### src/rtl/cmp_seq_if.sv
// Request/response bundle for the sequential magnitude comparator cmp_seq.
// The requester uses the master modport; cmp_seq uses the slave modport.
interface cmp_seq_if #(
  parameter int WIDTH = 32
);
  logic             start;
  logic [WIDTH-1:0] a;
  logic [WIDTH-1:0] b;
  logic             is_signed;
  logic             busy;
  logic             done;
  logic [1:0]       result;

  modport master (
    output start, a, b, is_signed,
    input  busy, done, result
  );

  modport slave (
    input  start, a, b, is_signed,
    output busy, done, result
  );
endinterface

### src/rtl/cmp_seq.sv
// Multi-cycle magnitude comparator: SLICE bits per clock, MSB slice first.
// Define CMP_EARLY_EXIT_EN to stop at the first differing slice instead of always scanning all N.
module cmp_seq #(
  parameter int WIDTH = 32,
  parameter int SLICE = 8
) (
  input  logic     clk,
  input  logic     reset,
  cmp_seq_if.slave bus,
  output logic     dbg_state
);

  localparam int N  = WIDTH / SLICE;
  localparam int IW = (N > 1) ? $clog2(N) : 1;

  // Handshake: start is sampled only in IDLE and the operands are captured on that edge.
  // busy is high while slices are being compared. done is a one-cycle pulse, raised while
  // already back in IDLE, so a new start can be accepted in that same cycle.
  // result is held from done until the next done.
  typedef enum logic {
    IDLE = 1'b0,
    RUN  = 1'b1
  } state_t;

  state_t           state_q, state_d;
  logic [IW-1:0]    idx_q;
  logic [WIDTH-1:0] a_q, b_q;
  logic             sgn_q;
  logic [1:0]       result_q;
  logic             done_q;
`ifndef CMP_EARLY_EXIT_EN
  logic             sticky_q;
  logic [1:0]       sticky_res_q;
`endif

  logic [SLICE-1:0] sa, sb;
  logic             top, bottom, diff, finish;
  logic [1:0]       slice_res, outcome;
  int               sh;

  always_comb begin
    sh     = int'(idx_q) * SLICE;
    top    = (idx_q == IW'(N - 1));
    bottom = (idx_q == '0);
    sa     = a_q[sh +: SLICE];
    sb     = b_q[sh +: SLICE];
    // Flipping both sign bits maps two's-complement order onto unsigned order.
    if (sgn_q && top) begin
      sa[SLICE-1] = ~sa[SLICE-1];
      sb[SLICE-1] = ~sb[SLICE-1];
    end
    diff      = (sa != sb);
    slice_res = (sa > sb) ? 2'b10 : 2'b00;
`ifdef CMP_EARLY_EXIT_EN
    finish  = diff || bottom;
    outcome = diff ? slice_res : 2'b01;
`else
    finish  = bottom;
    outcome = sticky_q ? sticky_res_q : (diff ? slice_res : 2'b01);
`endif
    state_d = state_q;
    case (state_q)
      IDLE:    if (bus.start) state_d = RUN;
      RUN:     if (finish)    state_d = IDLE;
      default: state_d = IDLE;
    endcase
  end

  always_ff @(posedge clk or negedge reset) begin
    if (!reset) begin
      state_q      <= IDLE;
      idx_q        <= '0;
      a_q          <= '0;
      b_q          <= '0;
      sgn_q        <= 1'b0;
      result_q     <= 2'b00;
      done_q       <= 1'b0;
`ifndef CMP_EARLY_EXIT_EN
      sticky_q     <= 1'b0;
      sticky_res_q <= 2'b00;
`endif
    end else begin
      state_q <= state_d;
      done_q  <= 1'b0;
      case (state_q)
        IDLE: begin
          if (bus.start) begin
            a_q          <= bus.a;
            b_q          <= bus.b;
            sgn_q        <= bus.is_signed;
            idx_q        <= IW'(N - 1);
`ifndef CMP_EARLY_EXIT_EN
            sticky_q     <= 1'b0;
            sticky_res_q <= 2'b00;
`endif
          end
        end
        RUN: begin
          if (finish) begin
            result_q <= outcome;
            done_q   <= 1'b1;
          end else begin
            idx_q <= idx_q - IW'(1);
          end
`ifndef CMP_EARLY_EXIT_EN
          // Only the most significant differing slice may decide the outcome.
          if (diff && !sticky_q) begin
            sticky_q     <= 1'b1;
            sticky_res_q <= slice_res;
          end
`endif
        end
        default: ;
      endcase
    end
  end

  assign bus.busy   = (state_q == RUN);
  assign bus.done   = done_q;
  assign bus.result = result_q;
  assign dbg_state  = state_q;

endmodule

### src/flat_wrapper.sv
// flat-port wrapper written by rule: the top's interface ports become plain ports
module cmp_seq_flat 
#(
  parameter int WIDTH = 32,
  parameter int SLICE = 8
)
  (clk, reset, dbg_state, bus_start, bus_a, bus_b, bus_is_signed, bus_busy, bus_done, bus_result);
  cmp_seq_if #(.WIDTH(WIDTH)) bus_i ();
  input  logic clk;
  input  logic reset;
  output logic dbg_state;
  input wire logic [$bits(bus_i.start)-1:0] bus_start;
  input wire logic [$bits(bus_i.a)-1:0] bus_a;
  input wire logic [$bits(bus_i.b)-1:0] bus_b;
  input wire logic [$bits(bus_i.is_signed)-1:0] bus_is_signed;
  output wire logic [$bits(bus_i.busy)-1:0] bus_busy;
  output wire logic [$bits(bus_i.done)-1:0] bus_done;
  output wire logic [$bits(bus_i.result)-1:0] bus_result;
  assign bus_i.start = bus_start;
  assign bus_i.a = bus_a;
  assign bus_i.b = bus_b;
  assign bus_i.is_signed = bus_is_signed;
  assign bus_busy = bus_i.busy;
  assign bus_done = bus_i.done;
  assign bus_result = bus_i.result;
  cmp_seq #(.WIDTH(WIDTH), .SLICE(SLICE)) u_core (.clk(clk), .reset(reset), .bus(bus_i), .dbg_state(dbg_state));
endmodule
### config.mk
export PLATFORM = sky130hd
export DESIGN_NAME = cmp_seq_flat
export DESIGN_NICKNAME = d
export VERILOG_FILES = /design/src/rtl/cmp_seq_if.sv /design/src/rtl/cmp_seq.sv /design/src/flat_wrapper.sv
export SDC_FILE = /design/constraint.sdc
export NUM_CORES = 1
export LEC_CHECK = 0
export ABC_AREA = 1
export CELL_PAD_IN_SITES_DETAIL_PLACEMENT = 1
export CELL_PAD_IN_SITES_GLOBAL_PLACEMENT = 1
export CORE_UTILIZATION = 34
export DETAILED_ROUTE_END_ITERATION = 6
export GPL_TIMING_DRIVEN = 0
export HOLD_SLACK_MARGIN = 0.03
export PLACE_DENSITY = 0.81
export SETUP_SLACK_MARGIN = 0.4
export SLEW_MARGIN = 25
export SYNTH_ARGS = -nofsm -noshare
export SYNTH_HDL_FRONTEND = slang
export SYNTH_SLANG_ARGS = --single-unit
### constraint.sdc
create_clock -name clk -period 1.9 [get_ports clk]
set_input_delay 0.19 -clock clk [delete_from_list [all_inputs] [get_ports clk]]
set_output_delay 0.19 -clock clk [all_outputs]
set_load 0.01 [all_outputs]
# Word-level counts from Yosys, hierarchy flattened
# Cells that the tools add are included.
# W data, S select, Z words.
[classes]
eq_ne = 5
bitwise_logic = 3
shift = 2
add_sub_neg = 1
n_reduce_logical = 8
mux = 19
n_lt_le_gt_ge = 1
[op_table]
columns = ["operator", "count"]
rows = [
  ["$shiftx A32 B6 Y8", 2],
  ["$mux W2", 7],
  ["$gt A8 B8 Y1", 1],
  ["$mux W1", 8],
  ["$ne A8 B8 Y1", 1],
  ["$pmux W2 S2", 2],
  ["$reduce_and A2 Y1", 4],
  ["$ne A2 B2 Y1 const B", 3],
  ["$pmux W1 S2", 2],
  ["$not A1 Y1", 3],
  ["$eq A2 B2 Y1 const B", 1],
  ["$logic_and A1 B1 Y1", 2],
  ["$logic_not A2 Y1", 1],
  ["$sub A2 B1 Y2 const B", 1],
  ["$logic_not A1 Y1", 1],
]
[word_totals]
in_bits = 68
register_bits = 74
elab_cells = 48
out_inout_bits = 5

# Longest topological paths before layout
# Gate-level depths: netlist of run 1.
[logic_depth]
word_depth = 7
ltp_mapped = 17
ltp_nobuf = 15

# Least setup slack after synthesis of run 1
# Ideal clock, no wire load.
[synth_timing]
path_kind = "register to register"
from = "register u_core.idx_q[0]"
to = "register u_core.result_q[1], in the netlist u_core.bus.result[1]"
setup_time_ns = 0.116
path_slack_ns = -0.016
path_buffers = 2
t_arrival_ns = 1.800
path_stages_with_launch = 14
required_time_ns = 1.784
synth_period_minus_slack_ns = 1.916
cell_sequence = "dfrtp_1 -> buf_4 -> buf_4 -> nor2_1 -> o22ai_1 -> xor2_1 -> ha_1 -> nand2_1 -> nor2_1 -> nand4_1 -> nand2_1 -> nand2_1 -> nand2_1 -> nand2_1"
[synth_via]
elab_chain_len = 7
word_cells_on_any_way = 15
classes_between = "order compare (1); eq/ne (2); shift (2); mux (5); bitwise (2); reduce/logical (3)"
[synth_lines]
columns = ["item", "line", "rtl"]
rows = [
  ["from (decl)", "cmp_seq.sv:26", "logic [IW-1:0] idx_q;"],
  ["from (signal assigned)", "cmp_seq.sv:91", "idx_q <= IW'(N - 1);"],
  ["from (signal assigned)", "cmp_seq.sv:103", "idx_q <= idx_q - IW'(1);"],
  ["$shiftx A32 B6 Y8 (tied with other cells)", "cmp_seq.sv:45", "sa = a_q[sh +: SLICE];"],
  ["$not A1 Y1 (tied with other cells)", "cmp_seq.sv:49", "sa[SLICE-1] = ~sa[SLICE-1];"],
  ["$mux W1", "cmp_seq.sv:48", "if (sgn_q && top) begin"],
  ["$gt A8 B8 Y1", "cmp_seq.sv:53", "slice_res = (sa > sb) ? 2'b10 : 2'b00;"],
  ["$mux W2", "cmp_seq.sv:53", ""],
  ["$mux W2 (2 in a row)", "cmp_seq.sv:59", "outcome = sticky_q ? sticky_res_q : (diff ? slice_res : 2'b01);"],
  ["to (signal assigned)", "cmp_seq.sv:100", "result_q <= outcome;"],
  ["to (decl)", "cmp_seq.sv:29", "logic [1:0] result_q;"],
]
# Several ways; a longest one is shown, not always the timed one.
# A chain may end at the register's enable or synchronous reset.

# Worst setup path in the final report of run 1
[layout_timing]
from = "register u_core.idx_q[0]"
to = "register u_core.sticky_res_q[1]"
[layout_via]
elab_chain_len = 7
word_cells_on_any_way = 16
classes_between = "order compare (1); eq/ne (3); shift (2); mux (5); bitwise (2); reduce/logical (3)"
[layout_lines]
columns = ["item", "line", "rtl"]
rows = [
  ["$shiftx A32 B6 Y8 (tied with other cells)", "cmp_seq.sv:45", ""],
  ["$not A1 Y1 (tied with other cells)", "cmp_seq.sv:49", ""],
  ["$mux W1", "cmp_seq.sv:48", ""],
  ["$gt A8 B8 Y1 / $ne A8 B8 Y1 (equally long branches)", "cmp_seq.sv:53, cmp_seq.sv:52", ""],
  ["$mux W2 / $logic_and A1 B1 Y1 (equally long branches)", "cmp_seq.sv:53, cmp_seq.sv:107", ""],
  ["$mux W2 / $ne A2 B2 Y1 (equally long branches)", "--", ""],
  ["$pmux W2 S2 / $reduce_and A2 Y1 (equally long branches)", "--", ""],
  ["to (signal assigned)", "cmp_seq.sv:109", "sticky_res_q <= slice_res;"],
  ["to (decl)", "cmp_seq.sv:33", "logic [1:0] sticky_res_q;"],
]
# Several ways; a longest one is shown, not always the timed one. The select of a mux whose other input is x is not followed.

==> impl_metrics.toml, run 1 <==
[timing]
fmax_mhz = 453
final.setup_skew_ns = 0.00611
min_period_ns = 2.21
slew_headroom_pct = 68.8
hold_viol_final = 0
rsz0062_at_grt = "yes"
fin_ws_ns = -0.309
setup_viol = 4
fin_crit_sh_pct = 116
finalSetupTns_ns = -1.15
tightest_slew_ns = 0.468
maxSlewViolCount = 0

[pwr]
netSwitchingPower_mw = 3.75
pwr-share-seq_pct = 32.5
p_int_mw = 5.13
powerDensity_nw_per_um2 = 1790
peakVddDrop_mv = 0.624
power.share.clock_pct = 13.9
p_comb_share_pct = 53.6
power_leakage_nw = 2.43
sw_frac_of_total_pct = 42.3

[detailed_routing]
met3WireLength_um = 432
routed_wl_um = 10700
ant_nets = 0
wl_met2_um = 5320
vias_per_cell = 4.89
dr.pass1.iters = 4
drc_errors = 0
wl_met1_um = 4780
top_layer = "met4"
drt-initial-drc-count = 122
vias = 3235
wl_per_cell_um = 16.2

[critical_path]
worstPathRequired_ns = 2.20
critPathLaunchType = "flip-flop"
path_max_fanout = 8
crit_type = "reg2reg"
endpoint_kind = "flip-flop"
worstPathArrival_ns = 2.50

[yosys]
syn_area_um2 = 3510
synth_area_leaders = "dfrtp_1, nand2_1, ha_1, o21ai_0, buf_6"
async_flop_share_pct = 100
syn_area_per_cell_um2 = 8.10
synth_most_common_cell = "nand2_1"
synthMuxAreaShare_pct = 0
synth_xor_area_share_pct = 0.499
ys_ff_latch = 73
postSynthCellCount = 433
synth_top_family_by_area = "simple AND/OR/NAND/NOR gates"
synth_top_flop_cell = "dfrtp_1"
synthAdderAreaFrac_pct = 3.57
yosys-top-cells-count = "nand2_1, dfrtp_1, nor2_1"
synth_cell_types = 21
synth_compound_area_share_pct = 8.38
synth_top_area_cell = "dfrtp_1"
synth-edff-count = 0
synth_simple_gate_area_share_pct = 28.8
seq_area_frac_synth_pct = 52.1
synth_nets = 511
synth_top_area_share_pct = 52.1
synth_warnings = 0

[grt]
grt.total_usage_pct = 21.0
globalRoute.totalOverflow = 0
antenna_found_initial = 0
grt_pass1_vias = 3546
grt_max_degree = 39
grt_pass1_wl_um = 17800

[placed_design]
gp_congestion = 0.838
dp_slack_ns = -0.366
dpl.cell_count = 639
placed_area_um2 = 4430
io_buffers = 72
dp_hpwl_um = 7520

[layout]
regArea_um2 = 1830
final_core_util_pct = 50.3
fillers = 1176
design_area_um2 = 4960
layout.cells.non_filler = 662
final_nets = 603
drive_gt1_share_pct = 16.4
n_antenna_cell = 0
area_growth_pct = 41.5
multiInputGateArea_um2 = 1640

[outcome]
violations = "negative setup slack"
status = "finished with violations"

[floorplan]
die_area_um2 = 10700
fp.dieH_um = 104
rows = 36
coreArea_um2 = 9860
start_util_pct = 35.6
die_w_um = 104
io_pins = 73

[clock_network]
root_buffer = "clkbuf_8"
clock-sinks = 73
cts_buffers = 9
clock_path_buffers = 2
clock_latency_ns = 0.35
cts_tree = "done"
cts.clk_slew.worst_paths_ns = 0.08
htree_levels = 3

[min_path]
min_path_type = "in2async"

[flow_run]
maxCapViolCount = 0
-- per-layer routing --
layer  track usage (%)  vias to the layer above
met5                 0                        -
li1                  -                     1550
met4              6.63                        0
met1              27.2                     1591
met2              35.8                       80
met3              3.52                       14
-- worst max-delay path, stage by stage (launching register included) --
cell and delay (ns):
dfrtp_1 0.43, buf_8 0.19, inv_4 0.07, o21ai_2 0.15, o22ai_2 0.11, xnor2_1 0.14
ha_1 0.31, nand2_2 0.08, nor2_4 0.11, nand4_1 0.22, nand3_1 0.19, nand3_1 0.09
nand2_1 0.07
-- registers in the layout, indices dropped and copies added (netlist names) --
name / flops
u_core.a_q: 32
u_core.bus.result: 2
u_core.bus.busy: 1
u_core.sticky_q: 1
u_core.sgn_q: 1
u_core.idx_q: 2
u_core.sticky_res_q: 1
u_core.bus.done: 1
u_core.b_q: 32
-- cell type report --
class,count,share of cell area [%]
plain buffers,24,4.82
clock buffers,12,3.13
clock inverters,3,0.807
inverters,11,1.03
multi-input cells,325,33.1
flip-flops and latches,73,36.9
well taps,133,3.35
repair buffers,80,16.8
repair inverters,1,0.126
-- repair_timing --
action | CTS | global route
gates resized for setup | 43 | 26
gates cloned | 3 | 0
pin swaps | 14 | 8
endpoints found under the setup margin | 9 | 6
endpoints found under the hold margin | 35 | 0
hold buffers | 1 | 0
setup buffers | 3 | 1
-- path summary, 6_finish.rpt --
check / from / depth (start not counted) / slack [ns] / endpoint
min in group clk: bus_b[8] / 3 / 0.37 / u_core.b_q[8]
worst max register to register: u_core.idx_q[0] / 12 / -0.31 / u_core.sticky_res_q[1]
worst min register to register: u_core.sticky_q / 1 / 0.46 / u_core.bus.result[0]
worst min-delay path: reset / 2 / 0.36 / u_core.a_q[1]
worst max-delay path: u_core.idx_q[0] / 12 / -0.31 / u_core.sticky_res_q[1]
max in group asynchronous: reset / 3 / 0.94 / u_core.bus.busy
-- cells in the final DEF, fill, tap and decap left out, drive strengths merged, types with 2 or more instances in the layout --
master         instances
buf                   32
clkbuf                12
dfrtp                 73
o22ai                  9
clkinv                 2
ha                    10
clkdlybuf4s50         70
a32o                   7
nor2                  24
a21oi                  9
inv                   12
nand3                  2
nand2                237
nand4                  2
o21ai                 20
-- cell families (layout without fill, tap and decap cells) --
logic type | count (synthesis) | after routing
flip-flops | 73 | 73
AND/OR/NAND/NOR | 265 | 265
AO/OA/AOI/OAI | 48 | 48
buffers and inverters | 35 | 131
XOR/XNOR | 2 | 2
adder cells (fa/ha/maj) | 10 | 10
-- metrics by stage --
stage / hold WS [ns] / power [mW]
finish: 0.363 / 8.88
global route: 0.390 / 9.53
CTS: 0.342 / 8.36
detailed placement: 0.178 / 6.47
global placement: 0.441 / 6.27
floorplan: -0.106 / 5.22
-- power groups by stage --
stage | clock network [mW] | logic [mW] | registers (mW)
final | 1.23 | 4.76 | 2.89
after global routing | 1.31 | 5.27 | 2.96
after CTS | 1.25 | 4.28 | 2.83
after detailed placement | 0 | 3.64 | 2.83
after global placement | 0 | 3.46 | 2.81
after floorplan | 0 | 2.60 | 2.62
Power figures use the tool's default switching activity.
==> run 2, diff against run 1 <==
--- a/config.mk
+++ b/config.mk
@@ -8,6 +8,7 @@
 export ABC_AREA = 1
 export CELL_PAD_IN_SITES_DETAIL_PLACEMENT = 1
 export CELL_PAD_IN_SITES_GLOBAL_PLACEMENT = 1
+export CORE_MARGIN = 2
 export CORE_UTILIZATION = 34
 export DETAILED_ROUTE_END_ITERATION = 6
 export GPL_TIMING_DRIVEN = 0
==> impl_metrics.toml, run 2 (synthesis results as in run 1) <==
[outcome]
status = "finished with violations"
violations = "negative setup slack"

[critical_path]
crit_type = "reg2reg"
worstPathRequired_ns = 2.15
rrSetupSlack_ns = -0.35
critPathLaunchType = "flip-flop"
reg2regPathDepth = 15
endpoint_kind = "flip-flop"
timing.rr.end = "u_core.bus.result[1]"
crit_end = "u_core.bus.result[1]"
worstPathArrival_ns = 2.50
path_max_fanout = 9
reg2reg_from = "u_core.idx_q[0]"
crit_start = "u_core.idx_q[0]"

[timing]
fin_crit_sh_pct = 118
fin_ws_ns = -0.348
final.setup_skew_ns = 0.00802
tightest_slew_ns = 0.408
hold_viol_final = 0
fmax_mhz = 445
whs_ns = 0.305
min_period_ns = 2.25
setup_viol = 4
maxSlewViolCount = 0
slew_headroom_pct = 72.8
rsz0062_at_grt = "yes"

[floorplan]
io_pins = 73
start_util_pct = 34.4
coreArea_um2 = 10200
die_area_um2 = 11100
fp.dieH_um = 106
rows = 37
die_w_um = 106

[pwr]
sw_frac_of_total_pct = 42.3
power_mw = 8.36
p_comb_share_pct = 52.0
netSwitchingPower_mw = 3.54
powerDensity_nw_per_um2 = 1740
pwr-share-seq_pct = 34.0
power_leakage_nw = 2.39
power.share.clock_pct = 14.0
peakVddDrop_mv = 0.594
p_int_mw = 4.83

[grt]
grt_pass1_wl_um = 16900
antenna_found_initial = 0
grt_pass1_vias = 3390
globalRoute.totalOverflow = 0
grt_max_degree = 46
grtUsageMet1_pct = 25.8
grt.total_usage_pct = 19.6
grt_use_met2_pct = 32.4
use_met3_pct = 3.90
top_usage_layer = "met2"

[detailed_routing]
drt-initial-drc-count = 91
ant_nets = 0
vias_per_cell = 4.78
vias = 3190
routed_wl_um = 10300
drc_errors = 0
dr.pass1.iters = 4
wl_per_cell_um = 15.4

[layout]
final_common_cell = "nand2_1"
area_growth_pct = 36.7
final_nets = 606
n_antenna_cell = 0
drive_gt1_share_pct = 13.9
top_regs = "u_core.a_q: 32 flops, u_core.b_q: 32 flops"
layout_common_cells = "nand2_1, dfrtp_1, clkdlybuf4s50_1"

[clock_network]
clock-sinks = 73
clock_path_buffers = 2
cts_buffers = 9
cts_tree = "done"
root_buffer = "clkbuf_8"
clock_latency_ns = 0.36
cts.clk_slew.worst_paths_ns = 0.07
htree_levels = 3

[placed_design]
gp_congestion = 0.817
dp_hpwl_um = 7410
io_buffers = 72
dp_slack_ns = -0.357

[flow_run]
maxCapViolCount = 0

[min_path]
min_path_type = "in2async"
[run 2: what timing repair did]
item                                   4_1_cts  5_1_grt
endpoints found under the hold margin       28        0
gates resized for setup                     23       12
setup endpoints to repair                    8        6
hold buffers                                 1        0
pin swaps                                   15       11
buffers inserted                             9        0
cloned                                       1        0
[run 2: area by class of cell]
class | count | area, um2
Inverter | 11 | 48.8
Multi-Input combinational cell | 325 | 1530
Buffer | 24 | 218
Clock buffer | 11 | 131
Sequential cell | 73 | 1830
Clock inverter | 4 | 45.0
Tap cell | 136 | 170
Fill cell | 1241 | 5390
Timing Repair Buffer | 84 | 823
[run 2: worst min-delay path by stage]
stage | start | endpoint | slack (ns) | cells past startpoint
final | reset | u_core.b_q[8] | 0.31 | 2
after global routing | reset | u_core.b_q[8] | 0.33 | 2
after CTS | reset | u_core.b_q[8] | 0.31 | 2
after detailed placement | reset | u_core.b_q[19] | 0.15 | 1
after global placement | u_core.sticky_q | u_core.bus.result[0] | 0.44 | 1
after floorplan | reset | u_core.a_q[0] | -0.11 | 0
[run 2: power groups by stage]
stage | clock, mW | sequential, mW | combinational (mW)
5_1_grt | 1.24 | 2.92 | 4.87
4_1_cts | 1.18 | 2.82 | 4.11
2_1_floorplan | 0 | 2.62 | 2.60
6_report | 1.17 | 2.84 | 4.35
3_5_place_dp | 0 | 2.83 | 3.62
3_3_place_gp | 0 | 2.82 | 3.40
[run 2: worst max-delay path, stage by stage (launching register included)]
cell	delay, ns
dfrtp_1	0.42
buf_6	0.16
inv_6	0.10
nor2_1	0.06
o22ai_1	0.20
xor2_1	0.18
ha_1	0.27
nand2_2	0.10
buf_4	0.12
a21oi_1	0.04
nor2_1	0.13
nand2_1	0.13
nand2_1	0.08
nand2_1	0.06
nand2_1	0.06
nand2_1	0.04
[run 2: layer usage]
| metal | vias up | wire [um] | share of wire, % |
|---|---|---|---|
| li1 | 1558 | - | - |
| met1 | 1545 | 4680 | 46 |
| met2 | 71 | 4920 | 48 |
| met3 | 16 | 429 | 4.2 |
| met4 | 0 | 226 | 2.2 |
| met5 | - | 0 | 0 |
[run 2: metrics by stage]
step | instances | setup TNS, ns | utilization, % | cell area, um2
6_report | 668 | -1.23 | 47.1 | 4800
5_1_grt | 668 | -1.73 | 47.1 | 4800
4_1_cts | 668 | -0.932 | 46.7 | 4760
3_5_place_dp | 642 | -1.37 | 43.5 | 4430
3_3_place_gp | 641 | -131.68 | 43.3 | 4410
2_1_floorplan | 433 | 0 | - | 3520
==> run 3, diff against run 2 <==
--- a/config.mk
+++ b/config.mk
@@ -15,7 +15,7 @@
 export HOLD_SLACK_MARGIN = 0.03
 export PLACE_DENSITY = 0.81
 export SETUP_SLACK_MARGIN = 0.4
-export SLEW_MARGIN = 25
+export SLEW_MARGIN = 10
 export SYNTH_ARGS = -nofsm -noshare
 export SYNTH_HDL_FRONTEND = slang
 export SYNTH_SLANG_ARGS = --single-unit
==> constraint.sdc (replaced) <==
create_clock -name clk -period 1.9 [get_ports clk]
set_input_delay 0.285 -clock clk [delete_from_list [all_inputs] [get_ports clk]]
set_output_delay 0.285 -clock clk [all_outputs]
set_load 0.01 [all_outputs]
==> impl_metrics.toml, run 3 (synthesis results as in run 1) <==
[floorplan]
die_w_um = 106
start_util_pct = 34.4
die_area_um2 = 11100
io_pins = 73
coreArea_um2 = 10200
rows = 37
fp.dieH_um = 106

[critical_path]
rrSetupSlack_ns = -0.35
cp_common_cell = "nand2_1"
critical_path_buf_inv_count = 3
path_cells = "buf_6 > inv_6 > nor2_1 > o22ai_1 > xor2_1 > ha_1 > nand2_2 > buf_4 > a21oi_1 > nor2_1 > nand2_1 > nand2_1 > nand2_1 > nand2_1 > nand2_1"
crit_family = "simple AND/OR/NAND/NOR gates"
critPathLaunchType = "flip-flop"
cpMaxStageDelayCell = "dfrtp_1"
path_max_fanout = 9
reg2reg_from = "u_core.idx_q[0]"
max_stage_delay_ns = 0.42
timing.rr.end = "u_core.bus.result[1]"
reg2regPathDepth = 15
worstPathArrival_ns = 2.50
endpoint_kind = "flip-flop"
worstPathRequired_ns = 2.15
crit_type = "reg2reg"

[detailed_routing]
dr.pass1.iters = 4
vias_per_cell = 4.78
drt-initial-drc-count = 91
routed_wl_um = 10300
wl_per_cell_um = 15.3
vias = 3191
ant_nets = 0
drc_errors = 0

[layout]
design_area_um2 = 4790
n_antenna_cell = 0
top_regs = "u_core.a_q: 32 flops, u_core.b_q: 32 flops"
fillers = 1245
final_nets = 606
final_common_cell = "nand2_1"
layout_common_cells = "nand2_1, dfrtp_1, clkdlybuf4s50_1"
area_growth_pct = 36.6
drive_gt1_share_pct = 13.9
final_core_util_pct = 47.0

[pwr]
sw_frac_of_total_pct = 42.4
netSwitchingPower_mw = 3.53
power.share.clock_pct = 14.0
p_int_mw = 4.81
p_comb_share_pct = 51.9
power_mw = 8.34
pwr-share-seq_pct = 34.1
powerDensity_nw_per_um2 = 1740
peakVddDrop_mv = 0.594
power_leakage_nw = 2.41

[placed_design]
io_buffers = 72
dp_hpwl_um = 7410
placed_area_um2 = 4430
gp_congestion = 0.817

[outcome]
status = "finished with violations"
violations = "negative setup slack"

[grt]
grt_pass1_vias = 3393
antenna_found_initial = 0
grt_max_degree = 46
grt.total_usage_pct = 19.6
globalRoute.totalOverflow = 0
grt_pass1_wl_um = 17000

[flow_run]
maxCapViolCount = 0

[clock_network]
htree_levels = 3
cts_tree = "done"
clock-sinks = 73
clock_latency_ns = 0.36
clock_path_buffers = 2
cts.clk_slew.worst_paths_ns = 0.07
root_buffer = "clkbuf_8"
cts_buffers = 9

[timing]
fmax_mhz = 445
fin_ws_ns = -0.348
fin_crit_sh_pct = 118
min_period_ns = 2.25
slew_headroom_pct = 72.8
tightest_slew_ns = 0.408
hold_viol_final = 0
rsz0062_at_grt = "yes"
maxSlewViolCount = 0
whs_ns = 0.400
finalSetupTns_ns = -1.23
setup_viol = 4
final.setup_skew_ns = 0.00802

[min_path]
min_path_type = "in2async"
-- run 3: what timing repair did --
| item | CTS | global route |
|---|---|---|
| gates cloned | 1 | 0 |
| pin swaps | 15 | 11 |
| setup buffers | 9 | 0 |
| gates resized for setup | 27 | 12 |
| endpoints found under the setup margin | 11 | 6 |
| hold buffers | 1 | 0 |
| hold endpoints to repair | 28 | 0 |
-- run 3: final cells by class --
type,count,area (um2),share of cell area [%]
sequential,73,1830,38.2
inverter,11,48.8,1.02
timing repair buffer,84,818,17.1
clock buffer,11,131,2.74
clock inverter,4,45.0,0.940
buffer,24,218,4.54
multi-input combinational,325,1530,31.9
tap,136,170,3.55
-- run 3: worst reg2reg max path: stages (launching register included) --
cell and delay, ns:
dfrtp_1 0.42, buf_6 0.16, inv_6 0.10, nor2_1 0.06, o22ai_1 0.20, xor2_1 0.18, ha_1 0.27, nand2_2 0.10
buf_4 0.12, a21oi_1 0.04, nor2_1 0.13, nand2_1 0.13, nand2_1 0.08, nand2_1 0.06, nand2_1 0.06, nand2_1 0.04
-- run 3: stage by stage --
stage | setup WS (ns) | cells
detailed placement | -0.357 | 642
finish | -0.348 | 668
floorplan | 0.0493 | 433
global placement | -1.89 | 641
CTS | -0.243 | 668
global route | -0.479 | 668
-- run 3: worst max-delay path by stage --
stage / from / endpoint / depth (start not counted)
2_1_floorplan: u_core.idx_q[0] / u_core.bus.result[1] / 13
3_3_place_gp: reset / u_core.a_q[6] / 1
3_5_place_dp: u_core.idx_q[1] / u_core.sticky_q / 9
4_1_cts: u_core.idx_q[0] / u_core.sticky_res_q[1] / 12
5_1_grt: u_core.idx_q[0] / u_core.bus.result[1] / 15
6_report: u_core.idx_q[0] / u_core.bus.result[1] / 15
-- run 3: power by group through the flow --
stage	sequential (mW)	combinational, mW	clock (mW)
finish	2.84	4.33	1.17
global route	2.92	4.85	1.24
CTS	2.82	4.09	1.18
detailed placement	2.83	3.62	0
global placement	2.82	3.40	0
floorplan	2.62	2.60	0
-- run 3: per-layer routing --
metal / vias up / GRT usage (%) / part of all wire [%]
met4: 0 / 6.39 / 2.2
met2: 71 / 32.4 / 48
li1: 1558 / - / -
met3: 16 / 3.96 / 4.2
met1: 1546 / 25.8 / 46
met5: - / 0 / 0
